`src/rtl/muldiv_pkg.sv`:
```
// muldiv_pkg -- shared definitions for the iterative multiply/divide unit.
//   * op_e       : operation codes carried on the Op bus
//   * state_e    : FSM state encoding for muldiv_unit
//   * iter_count : number of RUN cycles needed for a given operand width
//   * op helpers : classify an op as signed / divide / iterative
// Optional feature macro: MULDIV_MADD_EN. When it is defined, MADD and MSUB
// are accepted as iterative ops. When it is not defined, they are ignored.
package muldiv_pkg;

  localparam int MULDIV_WIDTH = 32;

  typedef enum logic [2:0] {
    OP_MULT  = 3'b000,
    OP_MULTU = 3'b001,
    OP_DIV   = 3'b010,
    OP_DIVU  = 3'b011,
    OP_MTHI  = 3'b100,
    OP_MTLO  = 3'b101,
    OP_MADD  = 3'b110,
    OP_MSUB  = 3'b111
  } op_e;

  typedef enum logic [1:0] {
    ST_IDLE = 2'd0,
    ST_RUN  = 2'd1,
    ST_FIX  = 2'd2,
    ST_DONE = 2'd3
  } state_e;

  // One shift-add or shift-subtract step is done per operand bit.
  function automatic int iter_count(input int width);
    return width;
  endfunction

  function automatic logic is_signed_op(input op_e op);
    return op inside {OP_MULT, OP_DIV, OP_MADD, OP_MSUB};
  endfunction

  function automatic logic is_div_op(input op_e op);
    return op inside {OP_DIV, OP_DIVU};
  endfunction

  function automatic logic is_iter_op(input op_e op);
`ifdef MULDIV_MADD_EN
    return op inside {OP_MULT, OP_MULTU, OP_DIV, OP_DIVU, OP_MADD, OP_MSUB};
`else
    return op inside {OP_MULT, OP_MULTU, OP_DIV, OP_DIVU};
`endif
  endfunction

endpackage

```
`src/rtl/muldiv_if.sv`:
```
// muldiv_if -- request/response bundle of the multiply/divide unit.
//   Start, Op, A, B                : request (driven by master)
//   Busy, Done, HIreg_read, LOreg_read : status and result (driven by slave)
interface muldiv_if import muldiv_pkg::*; #(
  parameter int WIDTH = MULDIV_WIDTH
);
  logic             Start;
  logic [2:0]       Op;
  logic [WIDTH-1:0] A;
  logic [WIDTH-1:0] B;
  logic             Busy;
  logic             Done;
  logic [WIDTH-1:0] HIreg_read;
  logic [WIDTH-1:0] LOreg_read;

  modport master (
    output Start, Op, A, B,
    input  Busy, Done, HIreg_read, LOreg_read
  );

  modport slave (
    input  Start, Op, A, B,
    output Busy, Done, HIreg_read, LOreg_read
  );
endinterface

```
`src/rtl/muldiv_iter_step.sv`:
```
// muldiv_iter_step -- one combinational iteration of unsigned multiply or
// restoring divide on a {hi, lo} working pair.
//   is_div  : 1 = divide step, 0 = multiply step
//   hi, lo  : current working pair
//             multiply: hi = partial product, lo = remaining multiplier bits
//             divide  : hi = partial remainder, lo = dividend bits / quotient
//   operand : multiplicand (multiply) or divisor (divide), unsigned
//   hi_next, lo_next : working pair after this step
module muldiv_iter_step #(
  parameter int WIDTH = 32
) (
  input  logic             is_div,
  input  logic [WIDTH-1:0] hi,
  input  logic [WIDTH-1:0] lo,
  input  logic [WIDTH-1:0] operand,
  output logic [WIDTH-1:0] hi_next,
  output logic [WIDTH-1:0] lo_next
);

  logic [WIDTH:0] mul_sum;
  logic [WIDTH:0] div_shift;
  logic           div_ge;

  always_comb begin
    // NOTE: every output gets a value before any branch, so no path leaves
    // a signal unassigned and no latch can be inferred.
    hi_next = hi;
    lo_next = lo;

    // Multiply: add the multiplicand when the low multiplier bit is set,
    // then shift the (WIDTH+1)-bit sum and the multiplier right together.
    mul_sum = {1'b0, hi} + (lo[0] ? {1'b0, operand} : '0);

    // Divide: bring the next dividend bit into the remainder. The remainder
    // is always below the divisor, so the shifted value fits WIDTH+1 bits
    // and the difference, when taken, fits WIDTH bits.
    div_shift = {hi, lo[WIDTH-1]};
    div_ge    = (div_shift >= {1'b0, operand});

    if (is_div) begin
      hi_next = div_ge ? (div_shift[WIDTH-1:0] - operand) : div_shift[WIDTH-1:0];
      lo_next = {lo[WIDTH-2:0], div_ge};
    end else begin
      hi_next = mul_sum[WIDTH:1];
      lo_next = {mul_sum[0], lo[WIDTH-1:1]};
    end
  end

endmodule

```
`src/rtl/muldiv_unit.sv`:
```
// muldiv_unit -- iterative multiply/divide unit with HI/LO result registers.
//   Clk   : rising-edge clock
//   Reset : synchronous, active-high
//   bus   : muldiv_if.slave (Start/Op/A/B in, Busy/Done/HIreg_read/LOreg_read out)
// Iterative ops spend WIDTH cycles in RUN working on operand magnitudes, one
// FIX cycle applying signs (and accumulation), then one DONE cycle.
// MTHI/MTLO write HI/LO directly at the accept edge.
// Optional feature macro: MULDIV_MADD_EN enables MADD/MSUB accumulation.
module muldiv_unit import muldiv_pkg::*; #(
  parameter int WIDTH = MULDIV_WIDTH
) (
  input logic      Clk,
  input logic      Reset,
  muldiv_if.slave  bus
);

  localparam int ITERS = iter_count(WIDTH);
  localparam int CNT_W = $clog2(ITERS);
  localparam logic [CNT_W-1:0] LAST_CNT = CNT_W'(ITERS - 1);

  state_e           state;
  op_e              op_q;
  logic [CNT_W-1:0] cnt;
  logic [WIDTH-1:0] a_q, operand_q, work_hi, work_lo, hi_q, lo_q;
  logic             a_neg_q, b_neg_q, b_zero_q, busy_q, done_q;

  // Incoming request decode (used only at the accept edge).
  op_e              op_in;
  logic             in_a_neg, in_b_neg;
  logic [WIDTH-1:0] in_a_mag, in_b_mag;

  assign op_in    = op_e'(bus.Op);
  assign in_a_neg = is_signed_op(op_in) & bus.A[WIDTH-1];
  assign in_b_neg = is_signed_op(op_in) & bus.B[WIDTH-1];
  // The negated most-negative value reads correctly as an unsigned magnitude.
  assign in_a_mag = in_a_neg ? -bus.A : bus.A;
  assign in_b_mag = in_b_neg ? -bus.B : bus.B;

  logic [WIDTH-1:0] step_hi, step_lo;

  muldiv_iter_step #(.WIDTH(WIDTH)) u_step (
    .is_div  (is_div_op(op_q)),
    .hi      (work_hi),
    .lo      (work_lo),
    .operand (operand_q),
    .hi_next (step_hi),
    .lo_next (step_lo)
  );

  // Sign correction of the magnitude results, plus optional accumulation.
  logic                 res_neg;
  logic [2*WIDTH-1:0]   prod_mag, prod_signed;
  logic [WIDTH-1:0]     quo, rem, fix_hi, fix_lo;

  assign res_neg = a_neg_q ^ b_neg_q;

  always_comb begin
    prod_mag       = {work_hi, work_lo};
    prod_signed    = res_neg ? -prod_mag : prod_mag;
    quo            = res_neg ? -work_lo : work_lo;
    rem            = a_neg_q ? -work_hi : work_hi;
    {fix_hi, fix_lo} = prod_signed;
    if (is_div_op(op_q)) begin
      // Most-negative / -1 needs no special case: the magnitude quotient is
      // 2^(WIDTH-1), whose negation is the most-negative value, remainder 0.
      if (b_zero_q) begin
        fix_hi = a_q;
        fix_lo = '1;
      end else begin
        fix_hi = rem;
        fix_lo = quo;
      end
    end
`ifdef MULDIV_MADD_EN
    else if (op_q == OP_MADD) begin
      {fix_hi, fix_lo} = {hi_q, lo_q} + prod_signed;
    end else if (op_q == OP_MSUB) begin
      {fix_hi, fix_lo} = {hi_q, lo_q} - prod_signed;
    end
`endif
  end

  // NOTE: sequential state uses non-blocking assignments so every register
  // samples the pre-edge values regardless of statement order.
  always_ff @(posedge Clk) begin
    if (Reset) begin
      // NOTE: only control state and the visible HI/LO are reset; the working
      // datapath registers are always loaded at accept before being read.
      state  <= ST_IDLE;
      cnt    <= '0;
      hi_q   <= '0;
      lo_q   <= '0;
      busy_q <= 1'b0;
      done_q <= 1'b0;
    end else begin
      unique case (state)
        ST_IDLE, ST_DONE: begin
          state  <= ST_IDLE;
          busy_q <= 1'b0;
          done_q <= 1'b0;
          if (bus.Start) begin
            if (is_iter_op(op_in)) begin
              op_q      <= op_in;
              a_q       <= bus.A;
              a_neg_q   <= in_a_neg;
              b_neg_q   <= in_b_neg;
              b_zero_q  <= (bus.B == '0);
              operand_q <= is_div_op(op_in) ? in_b_mag : in_a_mag;
              work_hi   <= '0;
              work_lo   <= is_div_op(op_in) ? in_a_mag : in_b_mag;
              cnt       <= '0;
              busy_q    <= 1'b1;
              state     <= ST_RUN;
            end else if (op_in == OP_MTHI) begin
              hi_q   <= bus.A;
              done_q <= 1'b1;
              state  <= ST_DONE;
            end else if (op_in == OP_MTLO) begin
              lo_q   <= bus.A;
              done_q <= 1'b1;
              state  <= ST_DONE;
            end
          end
        end
        ST_RUN: begin
          work_hi <= step_hi;
          work_lo <= step_lo;
          cnt     <= cnt + 1'b1;
          if (cnt == LAST_CNT) state <= ST_FIX;
        end
        ST_FIX: begin
          hi_q   <= fix_hi;
          lo_q   <= fix_lo;
          busy_q <= 1'b0;
          done_q <= 1'b1;
          state  <= ST_DONE;
        end
      endcase
    end
  end

  assign bus.Busy       = busy_q;
  assign bus.Done       = done_q;
  assign bus.HIreg_read = hi_q;
  assign bus.LOreg_read = lo_q;

endmodule

```
`src/flat_wrapper.sv`:
```
// flat-port wrapper written by rule: the top's interface ports become plain ports
module muldiv_unit_flat import muldiv_pkg::*;
#(
  parameter int WIDTH = MULDIV_WIDTH
)
  (Clk, Reset, bus_Start, bus_Op, bus_A, bus_B, bus_Busy, bus_Done, bus_HIreg_read, bus_LOreg_read);
  muldiv_if #(.WIDTH(WIDTH)) bus_i ();
  input logic Clk;
  input logic Reset;
  input wire logic [$bits(bus_i.Start)-1:0] bus_Start;
  input wire logic [$bits(bus_i.Op)-1:0] bus_Op;
  input wire logic [$bits(bus_i.A)-1:0] bus_A;
  input wire logic [$bits(bus_i.B)-1:0] bus_B;
  output wire logic [$bits(bus_i.Busy)-1:0] bus_Busy;
  output wire logic [$bits(bus_i.Done)-1:0] bus_Done;
  output wire logic [$bits(bus_i.HIreg_read)-1:0] bus_HIreg_read;
  output wire logic [$bits(bus_i.LOreg_read)-1:0] bus_LOreg_read;
  assign bus_i.Start = bus_Start;
  assign bus_i.Op = bus_Op;
  assign bus_i.A = bus_A;
  assign bus_i.B = bus_B;
  assign bus_Busy = bus_i.Busy;
  assign bus_Done = bus_i.Done;
  assign bus_HIreg_read = bus_i.HIreg_read;
  assign bus_LOreg_read = bus_i.LOreg_read;
  muldiv_unit #(.WIDTH(WIDTH)) u_core (.Clk(Clk), .Reset(Reset), .bus(bus_i));
endmodule
```
`config.mk`:
```
export PLATFORM = sky130hd
export DESIGN_NAME = muldiv_unit_flat
export DESIGN_NICKNAME = d
export VERILOG_FILES = /design/src/rtl/muldiv_pkg.sv /design/src/rtl/muldiv_if.sv /design/src/rtl/muldiv_iter_step.sv /design/src/rtl/muldiv_unit.sv /design/src/flat_wrapper.sv
export SDC_FILE = /design/constraint.sdc
export NUM_CORES = 1
export LEC_CHECK = 0
export CAP_MARGIN = 10
export CORE_ASPECT_RATIO = 0.7
export CORE_MARGIN = 4
export CORE_UTILIZATION = 60
export CTS_CLUSTER_DIAMETER = 50
export DETAILED_ROUTE_END_ITERATION = 10
export DONT_BUFFER_PORTS = 1
export PLACE_DENSITY = 0.76
export SETUP_SLACK_MARGIN = 0.15
export SYNTH_ARGS = -nofsm -noshare
export SYNTH_HDL_FRONTEND = slang
export SYNTH_SLANG_ARGS = --single-unit
```
`constraint.sdc`:
```
create_clock -name Clk -period 9.4 [get_ports Clk]
set_clock_uncertainty 0.15 [all_clocks]
set_input_delay 1.41 -clock Clk [delete_from_list [all_inputs] [get_ports Clk]]
set_output_delay 1.41 -clock Clk [all_outputs]
set_load 0.01 [all_outputs]
```
==> metrics <==
Root Driver=clkbuf_16; Hold/Removal Path Class=reg2reg; outcome=finished clean; Startpoint Class=register; Detail Placement HPWL=43.4 mm; R2R depth=13; Worst Setup End Kind=register; Cell Pwr Density=245 nW/um2; CP Class=reg2reg; Layout Nets=2092; worst reg-to-reg setup slack=4.79 ns; first-pass GRT wire length=87.8 mm; max frequency=217 MHz; Chip Width=207 um; max_slew headroom=25.2%; routed len/inst=25.4 um; antenna violations before repair=1; worst r2r src=u_core.work_lo[0]; Hold WS=0.352 ns; initial core utilization=61.6%; syn_nets=2174; die area=30400 um2; GRT Resource Usage Total=37.3%; Buf/Inv on CP=2; crit-path max cell delay=0.64 ns; Detailed Routing Iterations Pass 1=6; Hold Crit Start=u_core.bus.LOreg_read[7]; Most used DFF post-synth=edfxtp_1; CP max stage cell=or4_1; ys async rst share=0%; clk sink count=206; FF-to-FF End=u_core.work_hi[30]; Area Growth Syn to Fin=6.98%; vias per cell=6.92; Final Wtd Congestion=0.992; H-tree lvl count=1; FP Rows=50; CTS Hold Bufs=0; die height=147 um; Skew-Pair Late Insertion Delay=0.57 ns; total gr overflow=0; Mean Syn Cell Area=8.18 um2; critical-path maximum fanout=31; Static Leak=6.59 nW; GRT met1 Usage=52.8%; number of synthesized flops with an enable pin=133; mapped cell area=16600 um2; worst hold stages=2; Critical Path AT=4.83 ns; layout cells sized above 1=4.98%; Post-CTS Resized=0; final WL=59.3 mm; Fill cells=2311; final setup vio count=0; Cells after Synth=2029; Longest Clk Path Bufs=3; worst-path cell chain=inv_1 -> buf_4 -> nor2_1 -> ha_1 -> o21ai_0 -> o21a_1 -> or4_1 -> a31oi_1 -> a211oi_1 -> o21ai_0 -> nand2b_1 -> and3_1 -> nor4_1; Final Hold Vio Count=0; M3 GR Usage=12.8%; Max Slew Vio Count=0; Critical Path Stages=13; post-synth cell types=73; Final ANT Viol Nets=0; RSZ-0062 raised after global routing=no; Reg clk slew, reported paths=0.07 ns; vias in the first global route=14553; register area share after synthesis=32.9%; GR Util met2=52.6%; I/O Pins=136; min cycle time layout=4.61 ns; Final Cycle Share=49.1%; grt peak-use layer=met1; Core Region=27000 um2; Pwr Total=4.36 mW; TritonCTS Buffers=28; WHS Endpoint=u_core.bus.LOreg_read[7]; CP required=9.62 ns; Slew @ Worst Pin=1.09 ns; Top cell by count, worst path=o21ai_0; buffers added on ports=0; # Post-CTS Setup Buffers=0; largest net degree at the start of global routing=79; CP delay by family, top=compound AO/OA/AOI/OAI gates; CTS tree=done; Yosys reg bits=206; Final TNS setup=0 ns; initial DRC count=2335; peak supply drop=0.000194 V; Yosys Warn Count=0; # DRC=0; MaxCap Viol Count=0; vias=16165
==> metal layers <==
layer	vias up	wire [um]	part of all wire, %
met3	171	8390	14
met2	1109	24400	41
met5	-	0	0
met4	0	2670	4.5
li1	7266	-	-
met1	7619	23800	40
==> metrics by stage <==
stage	cell area [um2]	worst slack, ns	utilization (%)	cells
2_1_floorplan	16600	1.97	-	2029
3_3_place_gp	16800	4.97	62.2	2281
3_5_place_dp	16800	4.92	62.2	2281
4_1_cts	17800	4.89	65.9	2333
5_1_grt	17800	4.51	65.9	2333
6_report	17800	4.79	65.9	2335
==> how the worst max path moves through the flow <==
stage	from	endpoint	slack, ns
floorplan	Reset	u_core.a_neg_q	1.97
global placement	bus_A[10]	u_core.work_lo[26]	4.97
detailed placement	bus_A[10]	u_core.work_lo[26]	4.92
CTS	u_core.work_lo[0]	u_core.work_hi[30]	4.89
global route	u_core.work_lo[0]	u_core.work_hi[30]	4.51
finish	u_core.work_lo[0]	u_core.work_hi[30]	4.79
==> cell usage in the layout, fill, tap and decap left out, types with 34 or more instances in the layout <==
master and instances:
edfxtp_1 133, inv_1 80, o211ai_1 53, o221ai_1 35
nor3_1 34, nand2_1 258, dfxtp_1 73, nand2b_1 35
o21ai_0 123, xor2_1 68, mux2i_1 63, nor2_1 168
a21oi_1 185, ha_1 71, xnor2_1 128
==> registers in the layout, indices dropped and copies added (netlist names), 2 cells and up <==
signal and flops:
u_core.op_q 2, u_core.work_lo 32, u_core.cnt 5, u_core.bus.LOreg_read 32, u_core.state 2, u_core.bus.HIreg_read 32
u_core.operand_q 32, u_core.a_q 32, u_core.work_hi 32
==> layout make-up <==
class                   count  area [um2]  share of cell area [%]
multi-input cells        1612       10400                    58.7
flip-flops and latches    206        5460                    30.7
clock buffers              32         778                    4.38
well taps                 364         455                    2.56
inverters                  80         300                    1.69
clock inverters            20         205                    1.16
repair buffers             19         143                   0.803
diodes                      2        5.00                  0.0282
==> report_power, final <==
part / leakage, nW / switching (mW) / total, mW / internal, mW
registers: 1.82 / 0.266 / 1.46 / 1.19
clock network: 0.493 / 0.485 / 1.13 / 0.643
logic: 4.28 / 1.14 / 1.77 / 0.638
==> worst register-to-register path: stages, from the launching register on <==
cell and delay, ns:
edfxtp_1 0.53, inv_1 0.13, buf_4 0.37, nor2_1 0.10, ha_1 0.35, o21ai_0 0.13, o21a_1 0.21, or4_1 0.64
a31oi_1 0.53, a211oi_1 0.25, o21ai_0 0.44, nand2b_1 0.13, and3_1 0.20, nor4_1 0.27
==> synth_stat cells (all sizes together), types with 4 or more instances <==
cell / instances / area (um2)
a311oi: 18 / 158
o31ai: 31 / 233
and2: 6 / 37.5
nand3b: 8 / 60.1
nor4b: 4 / 35.0
o21ai: 126 / 634
buf: 15 / 70.1
o211ai: 53 / 398
o221ai: 35 / 307
nor4: 19 / 119
xor2: 69 / 604
a31oi: 31 / 194
edfxtp: 133 / 3990
o22ai: 5 / 31.3
o21bai: 11 / 82.6
or3: 20 / 130
nand2b: 36 / 225
nand4: 10 / 62.6
ha: 73 / 913
o41ai: 17 / 156
nor3b: 7 / 57.6
a211o: 4 / 35.0
or2: 6 / 37.5
nand4b: 5 / 43.8
nor2: 169 / 634
dfxtp: 73 / 1460
clkbuf: 116 / 437
and3: 18 / 113
a21oi: 186 / 931
a211oi: 24 / 180
nor3: 35 / 175
nor2b: 12 / 75.1
xnor2: 128 / 1120
inv: 80 / 300
nand2: 259 / 972
mux2i: 63 / 631
nand3: 31 / 155
o21a: 15 / 113
or4: 13 / 101
a21o: 23 / 173
==> kinds of logic (layout without fill, tap and decap cells) <==
kind of cell	Yosys count	after routing	synth area share, %
and+or+nand+nor	662	662	18.5
AOI/OAI and AO/OA	613	613	23.7
buffers and inverters	211	151	4.86
DFF	206	206	32.9
xor gates and xnor gates	197	197	10.4
adders and majority gates	75	75	5.74
muxes	65	65	3.93
other	0	2	0
Power figures use the tool's default switching activity.
==> variant: new RTL, same flow settings <==
The package constant `MULDIV_WIDTH` goes from 32 to 16.
--- a/src/rtl/muldiv_pkg.sv
+++ b/src/rtl/muldiv_pkg.sv
@@ -7,7 +7,7 @@
 // are accepted as iterative ops. When it is not defined, they are ignored.
 package muldiv_pkg;
 
-  localparam int MULDIV_WIDTH = 32;
+  localparam int MULDIV_WIDTH = 16;
 
   typedef enum logic [2:0] {
     OP_MULT  = 3'b000,
Ports: changed (resized bus_A, bus_B, bus_HIreg_read and bus_LOreg_read); port bits go from 136 to 72. No check against the original RTL was run, so the function may have changed too.
==> variant against the unedited design <==
Cell area is 50% lower; sequential cell count is 97 lower; first-iteration DRC count is 56% lower; critical path type unchanged; via count is 51% lower; sequential share of layout area is 1.8 points higher; power is 45% lower; setup slack better by 1.0 ns; area after synthesis is 49% lower; highest routed layer unchanged; non-clock buffer count is 6 lower; final cell count is 49% lower; synthesized cell count is 49% lower; routed wire length is 58% lower; critical endpoint is now u_core.work_hi[15]$_SDFFCE_PN0P_.
==> variant: results (changes against the unedited design) <==
* Result of the run: finished clean (unchanged)
* GRT Total Usage at 0.314 (was 0.373)
* Cell-internal power at 1.29 mW (was 2.47 mW)
* Routed wire length at 25200 um (was 59300 um)
* EDFF count, synth at 69 (was 133)
* Met2 track utilization from global routing at 0.452 (was 0.526)
* Wire length of the first global-routing pass at 39500 um (was 87800 um)
* Placement Cell Area at 8550 um^2 (was 16800 um^2)
* Met1 routing resource usage after global routing at 0.468 (was 0.528)
* Initial antenna violation count at 0 (was 1)
* Crit path arrival time at 3.52 ns (was 4.83 ns)
* Number of distinct standard cells referenced by the synthesized netlist at 61 (was 73)
* Power drawn by the sequential cells at 0.850 mW (was 1.46 mW)
* Largest fanout of any net on the critical path at 16 (was 31)
* DR pass1 iterations at 5 (was 6)
* Vias in the first global route at 7037 (was 14600)
* Post-Place Cells at 1175 (was 2281)
* Met1 Wirelength at 10800 um (was 23800 um)
* Start point of the worst min-delay path: u_core.cnt[1]$_SDFFE_PP0P_ (was u_core.bus.LOreg_read[7]$_SDFFE_PP0P_)
* Clock network latency to the later pin of the worst-skew pair at 0.36 ns (was 0.57 ns)
* Met2 Routed Length at 10600 um (was 24400 um)
* Routability cong. at 0.928 (was 0.992)
* Post-Synth Adder-Cell Area at 0.0641 (was 0.0574)
* Synth area leaders: sky130_fd_sc_hd__edfxtp_1 (25%), sky130_fd_sc_hd__dfxtp_1 (9.5%), sky130_fd_sc_hd__ha_1 (5.9%) (was sky130_fd_sc_hd__edfxtp_1 (24%), sky130_fd_sc_hd__dfxtp_1 (8.8%), sky130_fd_sc_hd__xnor2_1 (6.8%))
* Worst slack at placement at 5.81 ns (was 4.92 ns)
* Nets at 1081 (was 2092)
* Sum of net half-perimeters after detailed placement at 18400 um (was 43400 um)
* Peak ir drop on the vdd network at 0.000235 V (was 0.000194 V)
* Leakage dissipation at 3.23 nW (was 6.59 nW)
* Detail Route met3 WL at 3400 um (was 8390 um)
variant: cell types whose count changed after synthesis, sizes merged, moves of 51 or more:
cell / before / now
o21ai: 126 / 75
nor2: 169 / 102
edfxtp: 133 / 69
nand2: 259 / 127
a21oi: 186 / 97
xnor2: 128 / 47
clkbuf: 116 / 49
variant: logic make-up after synthesis:
kind of cell | after synthesis
xor gates and xnor gates | 85
and+or+nand+nor | 365
muxes | 22
DFF | 109
adders and majority gates | 42
AOI/OAI and AO/OA | 313
buffers and inverters | 101
variant: path summary, 6_finish.rpt:
check / to / slack (ns) / cells past startpoint
max reg2reg: u_core.work_hi[15]$_SDFFCE_PN0P_ / 5.83 / 10
min reg2reg: u_core.cnt[1]$_SDFFE_PP0P_ / 0.33 / 2
max: u_core.work_hi[15]$_SDFFCE_PN0P_ / 5.83 / 10
min: u_core.cnt[1]$_SDFFE_PP0P_ / 0.33 / 2
variant: area by class of cell:
type,count,area share
Tap cell,185,0.0262
Timing Repair Buffer,13,0.0111
Clock buffer,10,0.0259
Inverter,41,0.0174
Multi-Input combinational cell,827,0.588
Sequential cell,109,0.325
Clock inverter,6,0.00553
variant: worst max-delay path, cell delays in order (launching register included):
cell	delay (ns)
sky130_fd_sc_hd__edfxtp_1	0.50
sky130_fd_sc_hd__inv_1	0.48
sky130_fd_sc_hd__nor2_1	0.15
sky130_fd_sc_hd__fa_1	0.48
sky130_fd_sc_hd__a211oi_1	0.29
sky130_fd_sc_hd__o21ai_0	0.21
sky130_fd_sc_hd__a21oi_1	0.35
sky130_fd_sc_hd__a211oi_1	0.17
sky130_fd_sc_hd__o21a_1	0.21
sky130_fd_sc_hd__o41ai_1	0.25
sky130_fd_sc_hd__a21oi_1	0.07
